[config.mk]
export PLATFORM = sky130hd
export DESIGN_NAME = accum_drain
export DESIGN_NICKNAME = d
export VERILOG_FILES = /design/src/rtl/accum_drain.sv
export SDC_FILE = /design/constraint.sdc
export NUM_CORES = 1
export LEC_CHECK = 0
export BUFFER_PORTS_ARGS = -buffer_cell sky130_fd_sc_hd__buf_2
export CAP_MARGIN = 20
export CORE_AREA = 2 2 260 262
export CTS_CLUSTER_DIAMETER = 40
export DETAILED_ROUTE_END_ITERATION = 16
export DIE_AREA = 0 0 262 264
export SYNTH_ARGS = -nofsm -noshare
export SYNTH_HDL_FRONTEND = slang
export SYNTH_SLANG_ARGS = --single-unit
[constraint.sdc]
create_clock -name clk -period 2.65 [get_ports clk]
set_input_delay 0.265 -clock clk [delete_from_list [all_inputs] [get_ports clk]]
set_output_delay 0.265 -clock clk [all_outputs]
set_load 0.05 [all_outputs]
[src/rtl/accum_drain.sv]
// Drains NUM_BANKS accumulator FIFOs, bank-major, row_count words per bank,
// onto a single valid/ready output stream. One word per ISSUE/CAPTURE/HOLD round.
module accum_drain #(
    parameter int NUM_BANKS = 4,
    parameter int DATA_W    = 128,
    parameter int CNT_W     = 16
) (
    input  logic                          clk,
    input  logic                          rst,
    input  logic                          start,
    input  logic [CNT_W-1:0]              row_count,
    input  logic [NUM_BANKS-1:0]          acc_empty,
    output logic [NUM_BANKS-1:0]          accums_rd_en,
    input  logic [NUM_BANKS*DATA_W-1:0]   accum_o_data,
    output logic                          m_valid,
    input  logic                          m_ready,
    output logic [DATA_W-1:0]             m_data,
    output logic [((NUM_BANKS > 1) ? $clog2(NUM_BANKS) : 1)-1:0] m_bank,
    output logic                          m_last,
    output logic                          busy,
    output logic                          done
);
    localparam int BANK_W = (NUM_BANKS > 1) ? $clog2(NUM_BANKS) : 1;
    localparam logic [BANK_W-1:0] LAST_BANK = BANK_W'(NUM_BANKS - 1);

    // state   | meaning
    // IDLE    | waiting for start
    // ISSUE   | read strobe to current bank once it is non-empty
    // CAPTURE | read data valid, load output registers
    // HOLD    | word presented, waiting for m_ready
    // FINISH  | one-cycle done pulse
    localparam logic [2:0] S_IDLE    = 3'd0;
    localparam logic [2:0] S_ISSUE   = 3'd1;
    localparam logic [2:0] S_CAPTURE = 3'd2;
    localparam logic [2:0] S_HOLD    = 3'd3;
    localparam logic [2:0] S_FINISH  = 3'd4;

    logic [2:0]        state;
    logic [BANK_W-1:0] bank;
    logic [CNT_W-1:0]  row;
    logic [CNT_W-1:0]  count_q;
    logic              row_end;
    logic [DATA_W-1:0] sel_data;

    // count_q is never 0 outside IDLE, so count_q-1 cannot underflow
    assign row_end  = (row == count_q - CNT_W'(1));
    assign sel_data = accum_o_data[int'(bank)*DATA_W +: DATA_W];

    always_ff @(posedge clk) begin
        if (!rst) begin
            state   <= S_IDLE;
            bank    <= '0;
            row     <= '0;
            count_q <= '0;
            m_valid <= 1'b0;
            m_data  <= '0;
            m_bank  <= '0;
            m_last  <= 1'b0;
        end else begin
            case (state)
                S_IDLE: begin
                    if (start) begin
                        bank <= '0;
                        row  <= '0;
                        if (row_count != '0) begin
                            count_q <= row_count;
                            state   <= S_ISSUE;
                        end else begin
                            state <= S_FINISH;
                        end
                    end
                end
                S_ISSUE: begin
                    if (!acc_empty[bank]) state <= S_CAPTURE;
                end
                S_CAPTURE: begin
                    m_data  <= sel_data;
                    m_bank  <= bank;
                    m_last  <= (bank == LAST_BANK) && row_end;
                    m_valid <= 1'b1;
                    state   <= S_HOLD;
                end
                S_HOLD: begin
                    if (m_ready) begin
                        m_valid <= 1'b0;
                        if (m_last) begin
                            state <= S_FINISH;
                        end else begin
                            if (row_end) begin
                                row  <= '0;
                                bank <= bank + BANK_W'(1);
                            end else begin
                                row <= row + CNT_W'(1);
                            end
                            state <= S_ISSUE;
                        end
                    end
                end
                S_FINISH: state <= S_IDLE;
                default:  state <= S_IDLE;
            endcase
        end
    end

    // strobes and status are qualified by rst so they read inactive throughout reset
    always_comb begin
        accums_rd_en = '0;
        if (rst && (state == S_ISSUE) && !acc_empty[bank]) accums_rd_en[bank] = 1'b1;
    end

    assign busy = rst && (state != S_IDLE);
    assign done = rst && (state == S_FINISH);

endmodule

Yosys cells after proc, flatten, opt, wreduce, memory -nomap -nowiden. Cells that the tools add are included. W data, S select, Z words.

Output and inout port bits: 138. Register bits after elaboration: 169. Bits of input ports: 536. Logic and storage cells: 65.

Reductions and logical operators: 17. Magnitude comparators: 2. Shifts and indexed selects: 1. Add/subtract/negate cells: 3. Mux-type cells: 23. Equality and inequality tests: 11.

Operators by type and width (count): $shiftx A512 B10 Y128 (1); $mux W16 (4); $pmux W16 S2 (1); $add A16 B1 Y16 const B (1); $eq A16 B16 Y1 (1); $reduce_bool A16 Y1 (1); $sub A16 B1 Y16 const B (1); $mux W3 (5); $pmux W3 S4 (1); $ne A2 B2 Y1 const B (5); $mux W2 (4); $eq A3 B2 Y1 const B (2); $logic_and A1 B1 Y1 (6); $reduce_and A3 Y1 (2); $reduce_and A5 Y1 (1); $mux W4 (1); $pmux W2 S2 (1); $reduce_and A4 Y1 (1); $reduce_bool A2 Y1 (2); $eq A3 B1 Y1 const B (1); $eq A3 B3 Y1 const B (1); $logic_not A3 Y1 (1); $lt A2 B3 Y1 const B (1); $mux W1 (3); other kinds (9) (9).

Logic depth before layout (Yosys ltp). Gate-level depths: netlist of the first run.

Word-level depth: 6. Mapped depth: 10.

Worst setup path after synthesis of the first run. Ideal clock, no wire load.

Path kind: register -> register. From: register count_q[0]. To: register row[10]. Stages on the path, launching flop included: 11. Setup slack: -0.009 ns. Path buffers: 1. Arrival time: 2.538 ns. Path through: dfxtp_1 > inv_1 > ha_1 > or3b_1 > a2111oi_2 > a211oi_1 > a2111o_1 > a2111oi_4 > buf_6 > o41ai_1 > mux2_2.

Cells in the longest elaborated chain, start to end: 6.

Ends and longest elaborated chain: start, declared (RTL line 41) `logic [CNT_W-1:0] count_q;`; start signal, assigned (RTL line 66) `count_q <= row_count;`; $sub A16 B1 Y16 (RTL line 46) `assign row_end = (row == count_q - CNT_W'(1));`; $eq A16 B16 Y1 (RTL line 46); $mux W16 (RTL line 89) `if (row_end) begin`; $mux W16 (RTL line 86) `if (m_last) begin`; $mux W16 (RTL line 84) `if (m_ready) begin`; $pmux W16 S2 (RTL line 60) `case (state)`; end signal, assigned (RTL line 93) `row <= row + CNT_W'(1);`; end, declared (RTL line 40) `logic [CNT_W-1:0] row;`.

Every way passes these cells. The select of a mux whose other input is x is not followed. A chain may end at the register's enable or synchronous reset.

Worst setup path after layout of the first run.
From: register count_q[1]. To: register row[10].

The elaborated chain is that of the path after synthesis.

==> metrics.cfg, run 1 <==
[floorplan]
core_area_mm2 = 0.06656
die_w_um = 262
rows = 95
start_util_pct = 15.02
dieArea_mm2 = 0.06917
ioPinCount = 674
fp.dieH_um = 264

[power_and_ir_drop]
combPwrFrac_pct = 30.5
total_power_w = 0.007796
powerDensity_mw_per_mm2 = 501.7
vdd_drop_max_mv = 0.3833
p_seq_share_pct = 36.2
power.share.switching_pct = 36.93
p_leak_nw = 6.578
p_int_w = 0.004917
pwr-share-clk_pct = 33.4
p_sw_w = 0.002879

[final_layout]
fillerInstances = 7365
design_area_mm2 = 0.01554
area_growth_pct = 55.42
drive_above_1_share_pct = 55.31
area.sequential_mm2 = 0.003400
stdcell_count = 2581
multi_input_comb_area_mm2 = 0.006366
fin_nets = 2232
final_util_pct = 23.35

[synth]
ys_top_cells_by_area = dfxtp_1 34%, mux4_2 29%, nand2_1 11%
ys.flop_type = dfxtp_1
syn_area_per_cell_um2 = 9.727
synth.distinct_cells = 65
ys_warn_count = 0
synth_seq_cells = 169
yosysTopAreaCell = dfxtp_1
yosysTopAreaCellShare_pct = 33.83
netlist_area_mm2 = 0.01000
syn_nets = 1570
async_flop_share_pct = 0
synth_edf_count = 0
ys_seq_area_share_pct = 33.83
syn_inst = 1028

[detailed_routing]
drt_wl_total_um = 51060
ant_nets = 0
drt_iter0_markers = 752
vias = 11040
wl_per_cell_um = 19.78
drc = 0
firstDrtPassIters = 6
vias_per_cell = 4.276

[timing]
setup_viol = 2
fin_worst_skew_ps = 19.59
finalCritPeriodShare_pct = 100.5
final_max_slew_viol_count = 0
max_slew_margin_pct = 58.22
period_needed_ps = 2663
layout_setup_ws_ps = -13.37
hold_ws_ps = 63.01
fmax_mhz = 375.5
worstMarginPinSlew_ps = 626.8
rsz0062_at_grt = yes
finalHoldViolCount = 0

[job]
maxCapViolations = 0

[global_routing]
grt_pass1_vias = 10820
grt_pass1_wl_um = 72220
grt_overflow_total = 0
grtUsageTotal_pct = 14.37
antenna_found_initial = 14
grt_max_degree = 74

[worst_setup_path]
critPathRequiredTime_ps = 3010
worstSetupPathType = register to register
crit_fanout = 6
critPathCaptureType = register
worstPathArrival_ps = 3020
start_kind = register

[clock_tree]
clock_sinks = 169
clockBufferDepth = 2
cts_tree = done
clk_pin_slew_ps = 80
htree_levels = 4
cts_root_buf = clkbuf_16
clk-insertion-delay-late_ps = 490
cts-buffers-inserted = 17

[min_path]
worstHoldPathType = input port to register

[place]
place_area_mm2 = 0.01455
portBuffers = 673
dp.cells = 2524
dp_hpwl_um = 41600
gp_congestion = 0.9199

[run_status]
violations = negative setup slack
status = finished with violations

## flip-flops by register name, summed over array words and instances (netlist names)
| register | flops |
|---|---|
| m_valid | 1 |
| count_q | 16 |
| state | 3 |
| bank | 2 |
| m_bank | 2 |
| m_data | 128 |
| m_last | 1 |
| row | 16 |
## synth_stat cells (4+ instances only)
| cell type | count |
|---|---|
| xnor2_1 | 15 |
| inv_1 | 9 |
| nor2_1 | 33 |
| nor4_1 | 5 |
| nor2b_1 | 4 |
| or3_1 | 8 |
| a21oi_1 | 142 |
| buf_1 | 13 |
| xor2_1 | 12 |
| dfxtp_1 | 169 |
| clkbuf_1 | 68 |
| nor3_1 | 16 |
| mux2i_1 | 16 |
| nand2_1 | 280 |
| nand3_1 | 12 |
| mux4_2 | 129 |
| nand4_1 | 5 |
| ha_1 | 6 |
| and2_1 | 6 |
| o21ai_0 | 7 |
## layer usage
| layer | part of all wire (%) | up-vias | global-route usage [%] | routed length, um |
|---|---|---|---|---|
| met5 | 0.045 | - | 0 | 23 |
| met3 | 7.9 | 73 | 4.289 | 4013 |
| met1 | 41 | 5391 | 18.07 | 21120 |
| met4 | 3.1 | 4 | 5.543 | 1605 |
| li1 | - | 5091 | - | - |
| met2 | 48 | 478 | 22.98 | 24300 |
## final timing paths
path	start	to	slack [ps]	depth (start not counted)
setup / recovery	count_q[1]	row[10]	-10	9
hold / removal	row_count[6]	count_q[6]	60	3
hold reg to reg	m_data[124]	m_data[124]	450	2
setup reg to reg	count_q[1]	row[10]	-10	9
## power by group through the flow
| stage | Sequential (W) | Clock, W | Combinational [W] |
|---|---|---|---|
| floorplan | 0.00340 | 0 | 0.000793 |
| global placement | 0.00287 | 0 | 0.00229 |
| detailed placement | 0.00288 | 0 | 0.00230 |
| CTS | 0.00282 | 0.00276 | 0.00234 |
| global route | 0.00284 | 0.00283 | 0.00254 |
| finish | 0.00282 | 0.00260 | 0.00238 |
## cell usage in the layout (no fill, tap or decap), types with 4 or more instances in the layout
cell type,n
buf_4,29
inv_1,6
dlygate4sd3_1,9
or3_1,7
inv_6,7
ha_1,5
nor4_1,4
nor3_1,14
buf_6,6
mux2i_1,16
a21oi_2,5
and2_1,5
nand2_1,279
o21ai_0,6
dfxtp_1,162
mux4_2,129
or3_4,4
xor2_1,12
buf_2,673
nor2_1,32
diode_2,5
nand4_1,5
a21oi_1,137
clkbuf_16,19
nand3_1,10
xnor2_1,14
buf_12,12
nor2b_1,4
dfxtp_2,4
## critical path, stage by stage (launching register included)
cell	delay, ps
dfxtp_4	370
or4_4	520
or3_4	340
a22oi_2	200
o2111ai_2	140
a2111oi_4	350
buf_6	180
buf_12	110
o41ai_1	70
mux2_4	260
## through the flow
stage          TNS [ps]  setup WS, ps
3_3_place_gp     -283.7        -62.24
2_1_floorplan         0         22.32
6_report         -23.09        -13.37
3_5_place_dp     -545.8        -86.26
5_1_grt          -997.7        -109.4
4_1_cts          -103.0        -56.83
## layout make-up
type / count / area share [%]
Antenna cell: 5 / 0.08051
Clock buffer: 19 / 2.914
Clock inverter: 13 / 0.8212
Inverter: 9 / 0.2657
Multi-Input combinational cell: 761 / 40.96
Sequential cell: 169 / 21.87
Tap cell: 873 / 7.028
Timing Repair Buffer: 732 / 26.05
## logic make-up (layout without fill, tap and decap cells)
logic type      Yosys count  in the layout  share of synthesized area [%]
compound gates          183            183                          10.75
buf+inv                  98            773                          4.167
other cells               0              5                              0
fa+ha+maj                 6              6                         0.7507
flops                   169            169                          33.83
simple gates            398            398                          17.25
xor+xnor                 27             27                          2.365
mux                     147            147                          30.88
## what timing repair did
item	in CTS	in global routing
endpoints found under the setup margin	16	23
cloned	1	1
pin swaps	8	19
gates resized for setup	9	39
setup buffers	3	7
endpoints found under the hold margin	9	0
hold buffers	9	0
(Power assumes the default switching activity.)
==> run 2: changes to the inputs <==
--- a/config.mk
+++ b/config.mk
@@ -11,6 +11,7 @@
 export CTS_CLUSTER_DIAMETER = 40
 export DETAILED_ROUTE_END_ITERATION = 16
 export DIE_AREA = 0 0 262 264
+export MAX_ROUTING_LAYER = met4
 export SYNTH_ARGS = -nofsm -noshare
 export SYNTH_HDL_FRONTEND = slang
 export SYNTH_SLANG_ARGS = --single-unit
==> metrics.cfg, run 2 (synthesis gave the netlist of run 1 again) <==
[floorplan]
rows = 95
core_area_mm2 = 0.06656
die_w_um = 262
ioPinCount = 674
start_util_pct = 15.02
fp.dieH_um = 264
dieArea_mm2 = 0.06917

[global_routing]
grt_overflow_total = 0
grt_max_degree = 80
grtUsageMet3_pct = 4.299
antenna_found_initial = 19
grtUsageMet1_pct = 18.07
grt_pass1_wl_um = 71500
grtUsageTotal_pct = 14.62
grt_pass1_vias = 10680
grt.busiest_layer = met2
use_met2_pct = 22.14

[timing]
max_slew_margin_pct = 55.24
period_needed_ps = 2713
layout_setup_ws_ps = -62.89
setup_viol = 5
final_max_slew_viol_count = 0
fmax_mhz = 368.6
fin_worst_skew_ps = 13.06
finalCritPeriodShare_pct = 102.4
rsz0062_at_grt = yes
worstMarginPinSlew_ps = 671.3
finalHoldViolCount = 0

[final_layout]
layout_commonest_cell = buf_2
area_growth_pct = 53.84
top_register = m_data
final_util_pct = 23.11
largest_reg_flops = 128
fin_nets = 2225
mostFrequentLayoutCells = 673 x buf_2, 279 x nand2_1, 163 x dfxtp_1
top_regs = m_data (128), count_q (16), row (16)
drive_above_1_share_pct = 54.36
stdcell_count = 2578
design_area_mm2 = 0.01538

[worst_setup_path]
start_kind = register
r2r_cells = 9
crit_fanout = 6
startpoint = count_q[0]
endpoint = row[10]
crit_chain = or4_4 -> or3_4 -> a22oi_2 -> o2111ai_2 -> a2111oi_4 -> buf_6 -> buf_12 -> o41ai_1 -> mux2_4
cp_num_cells = 9
reg2reg_slack_ps = -60
critPathCaptureType = register
cpMaxStageDelayCell = or4_4
worstSetupPathType = register to register
reg2reg_to = row[10]
r2r-start = count_q[0]
slowest_delay_ps = 530
critPathRequiredTime_ps = 3010
critPathBufInv = 2
cpLargestDelayFamily = simple AND/OR/NAND/NOR gates
worstPathArrival_ps = 3070

[power_and_ir_drop]
total_power_w = 0.007800
vdd_drop_max_mv = 0.3232
powerDensity_mw_per_mm2 = 507.0
p_leak_nw = 6.526

[detailed_routing]
ant_nets = 0
drt_wl_total_um = 50340
drc = 0
vias = 11070
firstDrtPassIters = 5
drt_iter0_markers = 789
vias_per_cell = 4.295
wl_per_cell_um = 19.52

[place]
gp_congestion = 0.9489
dp_hpwl_um = 41120
place_area_mm2 = 0.01454
dp.cells = 2524
portBuffers = 673
pre_cts_slack_ps = -92.83

[clock_tree]
cts-buffers-inserted = 17
clockBufferDepth = 2
cts_tree = done
cts_root_buf = clkbuf_16
clock_sinks = 169
clk_pin_slew_ps = 80
htree_levels = 4
clk-insertion-delay-late_ps = 480

[run_status]
status = finished with violations
violations = negative setup slack

[min_path]
worstHoldPathType = input port to register

[job]
maxCapViolations = 0

==> run 2: layout make-up <==
type / count / area (um^2)
antenna: 9 / 22.52
clock buffer: 19 / 452.9
clock inverter: 13 / 147.6
fill: 7405 / 51180
inverter: 9 / 38.79
multi-input combinational: 761 / 6274
sequential: 169 / 3396
tap: 873 / 1092
timing repair buffer: 725 / 3960
==> run 2: where the power goes <==
part           switching [W]  internal (W)
clock                0.00129       0.00139
sequential          0.000105       0.00271
combinational        0.00144      0.000862
==> run 2: worst min path at each step <==
stage                       start          end  slack (ps)  cells past startpoint
global placement       m_data[59]   m_data[59]         440                      2
floorplan                 m_ready     state[1]         380                      1
detailed placement      m_data[4]    m_data[4]         440                      2
global route         row_count[2]   count_q[2]          20                      3
CTS                 row_count[12]  count_q[12]        0.02                      3
finish               row_count[9]   count_q[9]          60                      3
==> run 2: timing repair <==
action / in CTS / in global routing
pin swaps: 5 / 6
cloned: 2 / 0
gates resized for setup: 10 / 8
setup endpoints to repair: 13 / 19
setup buffers: 4 / 0
endpoints found under the hold margin: 8 / 0
hold buffers: 8 / 0
==> run 2: worst register-to-register path, delay by kind of cell, from the launching register on <==
family                 cells  cell delay (ps)
AND/OR/NAND/NOR            2              870
AO/OA/AOI/OAI              4              770
flip-flops                 1              350
buffers and inverters      2              320
multiplexers               1              270
==> run 2: per-layer routing <==
layer / share of wire [%] / vias to the layer above
met2: 47 / 524
li1: - / 5077
met1: 42 / 5387
met3: 8.0 / 85
met5: 0 / -
met4: 3.5 / 0
==> run 2: metrics by stage <==
step	hold WS [ps]	TNS (ps)
3_5_place_dp	443.1	-452.1
3_3_place_gp	439.4	-179.7
4_1_cts	0.01588	-213.3
2_1_floorplan	382.7	0
6_report	62.13	-247.7
5_1_grt	22.40	-1736
==> run 3: changes to the inputs <==
--- a/config.mk
+++ b/config.mk
@@ -5,12 +5,13 @@
 export SDC_FILE = /design/constraint.sdc
 export NUM_CORES = 1
 export LEC_CHECK = 0
+export ABC_AREA = 1
 export BUFFER_PORTS_ARGS = -buffer_cell sky130_fd_sc_hd__buf_2
 export CAP_MARGIN = 20
-export CORE_AREA = 2 2 260 262
+export CORE_AREA = 2 2 261 263
 export CTS_CLUSTER_DIAMETER = 40
 export DETAILED_ROUTE_END_ITERATION = 16
-export DIE_AREA = 0 0 262 264
+export DIE_AREA = 0 0 263 265
 export MAX_ROUTING_LAYER = met4
 export SYNTH_ARGS = -nofsm -noshare
 export SYNTH_HDL_FRONTEND = slang
==> metrics.cfg, run 3 <==
[global_routing]
antenna_found_initial = 9
grt_overflow_total = 0
grt_pass1_vias = 13210
grt_max_degree = 75
grt_pass1_wl_um = 78680
grtUsageTotal_pct = 15.18

[timing]
final_max_slew_viol_count = 0
max_slew_margin_pct = 60.01
layout_setup_ws_ps = 380.0
tns_ps = 0
finalCritPeriodShare_pct = 85.66
worstMarginPinSlew_ps = 593.6
fmax_mhz = 440.5
rsz0062_at_grt = no
period_needed_ps = 2270
finalHoldViolCount = 0
setup_viol = 0
fin_worst_skew_ps = 16.38

[final_layout]
top_regs = m_data (128), count_q (16), row (16)
drive_above_1_share_pct = 30.86
area_growth_pct = 45.85
largest_reg_flops = 128
layout_commonest_cell = buf_2
top_register = m_data
fin_nets = 2970
mostFrequentLayoutCells = 673 x buf_2, 559 x nor2_1, 418 x o21ai_0

[floorplan]
die_w_um = 263
core_area_mm2 = 0.06680
start_util_pct = 16.32
dieArea_mm2 = 0.06970
ioPinCount = 674
rows = 95
fp.dieH_um = 265

[worst_setup_path]
crit_fanout = 16
worstSetupPathType = register to register
critPathCaptureType = register
slowest_delay_ps = 370
r2r-start = count_q[0]
crit_top_cell = nand2_1
crit_chain = inv_1 -> ha_1 -> nand2_1 -> nor2_1 -> nand3_1 -> nand2_1 -> nand2_1 -> nor2_1 -> nand4_2 -> o211ai_1 -> a21oi_1
critPathRequiredTime_ps = 3000
worstPathArrival_ps = 2620
cpMaxStageDelayCell = nand4_2
startpoint = count_q[0]
reg2reg_slack_ps = 380
start_kind = register

[synth]
async_flop_share_pct = 0
yosysMostFrequentCell = nor2_1
synth_edf_count = 0
syn_inst = 1846
yosysTopAreaCellShare_pct = 31.04
synth_seq_cells = 169
netlist_area_mm2 = 0.01090
syn_area_per_cell_um2 = 5.904
syn_nets = 2388
ys_warn_count = 0
ys.flop_type = dfxtp_1
yosys-top-cells-count = 559 x nor2_1, 418 x o21ai_0, 183 x inv_1, 169 x dfxtp_1, 128 x o22ai_1
ys_top_cells_by_area = dfxtp_1 31%, nor2_1 19%, o21ai_0 19%
yosysTopAreaCell = dfxtp_1
ys_seq_area_share_pct = 31.04
synth.distinct_cells = 32

[detailed_routing]
drt_iter0_markers = 1178
wl_per_cell_um = 16.14
firstDrtPassIters = 6
vias_per_cell = 4.305
vias = 14290
drc = 0
drt_wl_total_um = 53580
ant_nets = 0

[clock_tree]
clk-insertion-delay-late_ps = 480
clockBufferDepth = 2
cts-buffers-inserted = 17
htree_levels = 4
post_cts_buffers = 0
holdBufCountCts = 0
cts_tree = done
clk_pin_slew_ps = 60
cts_root_buf = clkbuf_16
post_cts_resized = 0
clock_sinks = 169

[min_path]
worstHoldPathType = input port to register
hold_path_startpoint = m_ready

[power_and_ir_drop]
p_leak_nw = 8.365
vdd_drop_max_mv = 0.3507
powerDensity_mw_per_mm2 = 719.2

[place]
pre_cts_slack_ps = 390.2
gp_congestion = 0.9170
portBuffers = 673
dp_hpwl_um = 41910

[run_status]
status = finished clean

[job]
maxCapViolations = 0

-- run 3: cell count changes in the layout (fill, tap and decap cells not counted), sizes merged, moves of 9 or more --
cell | before | now
or3 | 12 | 0
xnor2 | 15 | 4
nor2 | 33 | 562
buf | 717 | 703
nand4 | 5 | 16
a21oi | 142 | 44
mux2i | 16 | 0
nor3 | 16 | 7
o22ai | 0 | 128
nand3 | 12 | 30
inv | 19 | 193
mux4 | 129 | 0
nand2 | 280 | 103
o21ai | 8 | 418
-- run 3: cell type report --
| cell class | instances | area, um^2 |
|---|---|---|
| Fill cell | 7673 | 50910 |
| Clock buffer | 19 | 432.9 |
| Sequential cell | 169 | 3391 |
| Multi-Input combinational cell | 1347 | 6274 |
| Tap cell | 873 | 1092 |
| Antenna cell | 7 | 17.52 |
| Timing Repair Buffer | 703 | 3769 |
| Clock inverter | 12 | 190.2 |
| Inverter | 190 | 730.7 |
-- run 3: cells by family (layout without fill, tap and decap cells) --
kind of cell             after synthesis  in the layout  synth area share, %
AND/OR/NAND/NOR                      733            733                26.81
other                                  0              7                    0
AO/OA/AOI/OAI                        593            593                28.80
buffers and inverters                330            924                11.46
XOR/XNOR                              15             15                1.205
flip-flops                           169            169                31.04
adder cells (fa/ha/maj)                6              6               0.6888
-- run 3: metal layers --
| metal | share of wire [%] | GRT usage (%) |
|---|---|---|
| met2 | 45 | 23.22 |
| met5 | 0 | - |
| met1 | 42 | 18.23 |
| met4 | 4.4 | 7.259 |
| met3 | 7.7 | 4.515 |
-- run 3: power breakdown --
part / leakage [nW] / switching [W] / total, W / internal, W
combinational: 6.69 / 0.00385 / 0.00529 / 0.00144
clock: 0.296 / 0.00117 / 0.00276 / 0.00159
sequential: 1.38 / 0.000303 / 0.00338 / 0.00308
-- run 3: critical path: cells and delay by family (launching register included) --
family	cells	cell delay [ps]
simple gates	7	1140
compound gates	2	300
flops	1	330
fa+ha+maj	1	210
buf+inv	1	160
-- run 3: worst paths after layout --
path                                    end  cells after the start
worst max-delay path                row[13]                     11
worst min-delay path               state[1]                      4
worst max register to register      row[13]                     11
worst min register to register  count_q[15]                      2
-- run 3: per-stage QoR --
stage / cells / hold WS, ps / area (um^2) / utilization [%] / total power (W)
2_1_floorplan: 1846 / 435.5 / 10900 / - / 0.007047
6_report: 3320 / 108.1 / 15900 / 23.80 / 0.01143
5_1_grt: 3320 / 89.87 / 15900 / 23.80 / 0.01225
3_5_place_dp: 3282 / 470.5 / 15260 / 22.84 / 0.008771
3_3_place_gp: 3282 / 467.6 / 15260 / 22.84 / 0.008743
4_1_cts: 3313 / 54.08 / 15880 / 23.77 / 0.01164
